===== src/rtl/step_ctrl.sv =====
// step_ctrl: run/single-step controller.
// Turns a divided-clock level into a TICK pulse, debounces the step button on
// TICKs, and sequences IDLE/RUN/STEP/HALT to issue one-cycle EN advance pulses
// that are counted in STEP_COUNT.
module step_ctrl #(
   parameter int DEB_TICKS = 3,
   parameter int CNT_W     = 16
) (
   input  logic             CLK,
   input  logic             RST_N,
   input  logic             CLK_2,
   input  logic             RUN_SW,
   input  logic             STEP_BTN,
   input  logic             HALT_REQ,
   input  logic             CLR_CNT,
   output logic             EN,
   output logic             TICK,
   output logic [1:0]       STATE,
   output logic [CNT_W-1:0] STEP_COUNT
);

   typedef enum logic [1:0] {
      S_IDLE = 2'b00,
      S_RUN  = 2'b01,
      S_STEP = 2'b10,
      S_HALT = 2'b11
   } state_t;

   // Debounce run length reaches this value on the last differing sample.
   localparam logic [3:0] DEB_LAST = 4'(DEB_TICKS - 1);

   logic       c2_meta, c2_s;
   logic       run_meta, run_s;
   logic       btn_meta, btn_s;
   // Marks when c2_s holds a genuinely sampled CLK_2 value rather than the
   // reset-cleared zero, so a CLK_2 already high at release cannot arm.
   logic [1:0] sync_fill;
   logic       c2_prev;
   logic       armed;
   logic       deb_lvl;
   logic [3:0] deb_cnt;
   logic       press;
   state_t     state_q;

   // Two-flop synchronizers for the three asynchronous inputs.
   always_ff @(posedge CLK or negedge RST_N) begin
      if (!RST_N) begin
         c2_meta   <= 1'b0;
         c2_s      <= 1'b0;
         run_meta  <= 1'b0;
         run_s     <= 1'b0;
         btn_meta  <= 1'b0;
         btn_s     <= 1'b0;
         sync_fill <= 2'b00;
      end else begin
         c2_meta   <= CLK_2;
         c2_s      <= c2_meta;
         run_meta  <= RUN_SW;
         run_s     <= run_meta;
         btn_meta  <= STEP_BTN;
         btn_s     <= btn_meta;
         sync_fill <= {sync_fill[0], 1'b1};
      end
   end

   // Rising-edge detect on c2_s, gated until a real low level has been seen.
   always_ff @(posedge CLK or negedge RST_N) begin
      if (!RST_N) begin
         c2_prev <= 1'b0;
         armed   <= 1'b0;
         TICK    <= 1'b0;
      end else begin
         c2_prev <= c2_s;
         armed   <= armed | (sync_fill[1] & ~c2_s);
         TICK    <= armed & c2_s & ~c2_prev;
      end
   end

   // Button debouncer sampled on TICK; press pulses when the level rises.
   always_ff @(posedge CLK or negedge RST_N) begin
      if (!RST_N) begin
         deb_lvl <= 1'b0;
         deb_cnt <= 4'd0;
         press   <= 1'b0;
      end else begin
         press <= 1'b0;
         if (TICK) begin
            if (btn_s == deb_lvl) begin
               deb_cnt <= 4'd0;
            end else if (deb_cnt == DEB_LAST) begin
               deb_lvl <= btn_s;
               deb_cnt <= 4'd0;
               press   <= btn_s;
            end else begin
               deb_cnt <= deb_cnt + 4'd1;
            end
         end
      end
   end

   // Mode FSM with registered EN; HALT_REQ overrides every state.
   always_ff @(posedge CLK or negedge RST_N) begin
      if (!RST_N) begin
         state_q <= S_IDLE;
         EN      <= 1'b0;
      end else begin
         EN <= ((state_q == S_RUN) && TICK && run_s && !HALT_REQ) ||
               ((state_q == S_STEP) && !HALT_REQ);
         if (HALT_REQ) begin
            state_q <= S_HALT;
         end else begin
            case (state_q)
               S_IDLE: begin
                  if (run_s)      state_q <= S_RUN;
                  else if (press) state_q <= S_STEP;
                  else            state_q <= S_IDLE;
               end
               S_RUN:   state_q <= run_s ? S_RUN : S_IDLE;
               S_STEP:  state_q <= S_IDLE;
               // Leaving HALT needs the run switch off, forcing a re-arm.
               default: state_q <= run_s ? S_HALT : S_IDLE;
            endcase
         end
      end
   end

   // Advance counter; clear wins over a coincident increment.
   always_ff @(posedge CLK or negedge RST_N) begin
      if (!RST_N) begin
         STEP_COUNT <= '0;
      end else if (CLR_CNT) begin
         STEP_COUNT <= '0;
      end else if (EN) begin
         STEP_COUNT <= STEP_COUNT + CNT_W'(1);
      end
   end

   assign STATE = state_q;

endmodule


===== config.mk =====
export PLATFORM = sky130hd
export DESIGN_NAME = step_ctrl
export DESIGN_NICKNAME = d
export VERILOG_FILES = /design/src/rtl/step_ctrl.sv
export SDC_FILE = /design/constraint.sdc
export NUM_CORES = 1
export LEC_CHECK = 0
export CAP_MARGIN = 40
export CORE_ASPECT_RATIO = 2
export CORE_MARGIN = 1.5
export CORE_UTILIZATION = 55
export DETAILED_ROUTE_END_ITERATION = 8
export PLACE_DENSITY_LB_ADDON = 0.08
export SETUP_SLACK_MARGIN = 0.15
export SLEW_MARGIN = 20
export SYNTH_ARGS = -nofsm -noshare
export SYNTH_HDL_FRONTEND = slang
export SYNTH_SLANG_ARGS = --single-unit

===== constraint.sdc =====
create_clock -name CLK -period 2.2 [get_ports CLK]
set_input_delay 0.22 -clock CLK [delete_from_list [all_inputs] [get_ports CLK]]
set_output_delay 0.22 -clock CLK [all_outputs]
set_load 0.02 [all_outputs]

# Word-level counts from Yosys, hierarchy flattened
# Cells that the tools add are included.
# Widths: inputs -> output; s select.
# word_totals
regBits,36
latch_bits,0
ramBits,0
rom_bits,0
input_bits,7
output_inout_bits,20
word_cells,51
memories,0
# op_classes
add_sub_neg,2
n_mul,0
div,0
n_lt_le_gt_ge,0
n_eq_ne,4
shift,0
mux,13
bitwise_logic,7
reduce_logical,9
# op_table
operator,count
$mux 16,2
$add 16x1->16 const B,1
$mux 2,4
$mux 4,2
$pmux 2 s3,1
$add 4x1->4 const B,1
$eq 4x2->1 const B,1
$logic_and 1x1->1,4
$mux 1,4
$and 1x1->1,3
$not 1->1,3
$reduce_and 3->1,1
$eq 2x1->1 const B,1
$eq 2x2->1 const B,1
$logic_not 2->1,1
$reduce_bool 2->1,1
$eq 1x1->1,1
$logic_not 1->1,1
$logic_or 1x1->1,1
$or 1x1->1,1

# Longest topological paths before layout
# logic_depth
word_depth,5
ltp_mapped,5

# Least setup slack after synthesis
# No wires, ideal clock.
# synth_timing
kind,register to register
from,register STEP_COUNT[0]
to,register STEP_COUNT[12]
setup_time_ns,0.077
t_arrival_ns,1.590
t_required_ns,2.123
path_slack_ns,0.532
stages_incl_launch_ff,5
path_buffers,0
path_cell_list,dfrtp_1 > ha_1 > o2111ai_4 > or4_1 > a21oi_1
# synth_between
elab_chain_len,3
# synth_rtl
element,line,source
"start, declared",19,output logic [CNT_W-1:0] STEP_COUNT
"start signal, assigned",134,STEP_COUNT <= STEP_COUNT + CNT_W'(1);
$add 16x1->16,134,
$mux 16,133,end else if (EN) begin
$mux 16,131,end else if (CLR_CNT) begin
# Every way passes these cells. The select of a mux whose other input is x is not followed.
# A chain may end at the register's enable or synchronous reset.

# Worst setup path after layout
# layout_timing
from,register EN
to,output EN
# layout_rtl
element,line,source
"start, declared",16,"output logic EN,"
"start signal, assigned",107,EN <= ((state_q == S_RUN) && TICK && run_s && !HALT_REQ) ||
# No word-level cell between the ends.

==> metrics <==
status complete, no violations; Hold-fix buffers, CTS 0; CP top delay family buffers and inverters; layout cell share with drive strength beyond 1 7.88%; gr usage total 23.3%; final wirelength around 3100 um; register bit total from synthesis 36; Avg WL per Cell 16.3 um; maximum VDD drop 0.000494 V; R2R Setup Slk approximately 0.52 ns; synth-to-layout area growth 26.2%; Synth Net Count 142; Fin. Hold Viols 0; Crit-path slowest cell clkdlybuf4s50_1; Initial Util 58.9%; global route overflow 0; Syn Inst Count around 130; Via-to-Cell Ratio 5.71; Num CTS Buffers 5; DRC 0; cells on worst reg2reg path 4; Max Slew Vio Count 0; MaxCap Viol Count 0; Worst Path Required 1.98 ns; fin crit share 80.0%; Critical path origin EN$_DFF_PN0_; 1st-iter DRT viols 21; setup TNS 0 ns; Main synth FF type dfrtp_1; syn avg cell area 11.6 sq um; Layout Utilization 74.3%; core area 2600 sq um; PD cells 753 nW/um^2; post-synthesis cell type count 37; initial antenna violation count 0; num rows 26; Synthesis Warnings 0; Cell Area, Synth 1530 sq um; ant diodes 0; pre-CTS setup slack 0.304 ns; CTS tree done; clk slew on worst S/H paths 0.08 ns; I/O Buffers 26; first-pass GRT wire length 5010 um; Final ANT Viol Nets 0; worst min path class input port to asynchronous set/reset pin; number of synthesized flops with an enable pin 0; 1st-pass router iterations 4; Die X 40.3 um; non-filler cells, final roughly 190; Post-CTS Resized 0; Buffers & Inverters on Critical Path 1; clock latency on the worst-skew pair 0.29 ns; worst path arrival time 1.54 ns; vias in the first global route about 1100; Root Driver clkbuf_8; clk sinks 36; die area between 3000 and 4000 sq um; H-tree depth 2; CP cell instances clkdlybuf4s50_1; CP Max Fanout 8; Setup Skew 0.00836 ns; Leak 0.803 nW; GP Congestion 0.741; io pins 27; fin crit period 1.76 ns; pin count of the biggest net entering global routing 37; RSZ-0062 raised after global routing no; Die Ht just under 80 um; Startpoint Class flop; Via Count 1102; reg-to-reg critical path startpoint STEP_COUNT[0]$_DFFE_PN0P_; PnR worst setup slack 0.440 ns; total placed cells including tap cells 185; Max Clock Freq 568 MHz; endpoints failing setup 0; worst-case clock buffer depth 2; critical path class flop to output port; register area share after synthesis between 50 and 60%; Setup Fix Bufs, Post-CTS 0; nets 174; share of flip-flops with an asynchronous set or reset 100%; reg2reg end STEP_COUNT[12]$_DFFE_PN0P_; Max stage delay on crit path 0.68 ns; Crit. End Element output port; Detailed Place HPWL 2320 um
==> registers in the layout, indices dropped and copies added (netlist names) <==
signal / count
btn_meta: 1
deb_cnt: 4
c2_prev: 1
run_s: 1
armed: 1
c2_s: 1
sync_fill: 2
EN: 1
c2_meta: 1
STEP_COUNT: 16
deb_lvl: 1
TICK: 1
STATE: 2
run_meta: 1
press: 1
btn_s: 1
==> area by class of cell <==
| class | count | area [sq um] |
|---|---|---|
| clock buffers | 6 | 72.6 |
| clock inverters | 2 | 35.0 |
| fillers | 201 | 668 |
| inverters | 6 | 22.5 |
| multi-input cells | 87 | 593 |
| flip-flops and latches | 36 | 901 |
| well taps | 28 | 35.0 |
| repair buffers | 28 | 275 |
==> layout by cell type (no fill, tap or decap), drive strengths merged, types with 2 or more instances in the layout <==
master	netlist	final
buf	2	2
xnor2	10	10
inv	6	6
mux2i	2	2
clkbuf	1	6
ha	3	3
xor2	3	3
nand4	5	5
dfrtp	36	36
nor3b	2	2
nor3	4	4
o21ai	3	3
nand2b	2	2
nand2	5	5
nand3	4	4
or3	2	2
nor2	16	16
nor4	3	3
a21o	3	3
a21oi	5	5
clkdlybuf4s50	0	26
==> kinds of logic after synthesis <==
| group | synth area share (%) |
|---|---|
| buffers and inverters | 2.53 |
| DFF | 58.8 |
| other | 0.245 |
| and+or+nand+nor | 16.7 |
| muxes | 2.04 |
| AOI/OAI and AO/OA | 9.88 |
| adders and majority gates | 2.45 |
| xor gates and xnor gates | 7.43 |
==> power breakdown <==
part / internal (mW) / switching, mW / leakage, nW / total, mW
Sequential: 0.704 / 0.0417 / 0.465 / 0.746
Clock: 0.336 / 0.230 / 0.0552 / 0.567
Combinational: 0.0711 / 0.0728 / 0.282 / 0.144
Total: 1.11 / 0.345 / 0.803 / 1.46
==> cell usage after synthesis (3+ instances only) <==
library cell | number | area, sq um
nor4_1 | 3 | 18.8
xnor2_1 | 10 | 87.6
nor3_1 | 4 | 20.0
xor2_1 | 3 | 26.3
o21ai_0 | 3 | 15.0
a21oi_1 | 5 | 25.0
a21o_1 | 3 | 22.5
nand4_1 | 4 | 25.0
ha_1 | 3 | 37.5
inv_1 | 6 | 22.5
nor2_1 | 16 | 60.1
nand3_1 | 4 | 20.0
dfrtp_1 | 36 | 901
nand2_1 | 5 | 18.8
==> per-layer routing <==
metal	share of wire (%)	global-route usage (%)
met2	58	42.2
met1	37	23.8
met4	1.2	6.00
met5	0	0
met3	3.4	6.00
==> per-stage QoR <==
| stage | hold WS (ns) | total power [mW] | cell area, sq um |
|---|---|---|---|
| 2_1_floorplan | -0.0756 | 0.836 | 1530 |
| 3_3_place_gp | 0.333 | 0.883 | 1830 |
| 4_1_cts | 0.360 | 1.47 | 1930 |
| 6_report | 0.348 | 1.46 | 1930 |
| 5_1_grt | 0.370 | 1.52 | 1930 |
| 3_5_place_dp | 0.342 | 0.909 | 1830 |
==> worst max-delay path by stage <==
stage                                 endpoint  slack (ns)  cells past startpoint
finish                                      EN        0.44                      1
detailed placement  STEP_COUNT[12]$_DFFE_PN0P_        0.30                      4
global placement    STEP_COUNT[12]$_DFFE_PN0P_        0.36                      4
CTS                                         EN        0.45                      1
floorplan           STEP_COUNT[12]$_DFFE_PN0P_        0.53                      4
global route        STEP_COUNT[12]$_DFFE_PN0P_        0.39                      4
Power figures use the tool's default switching activity.
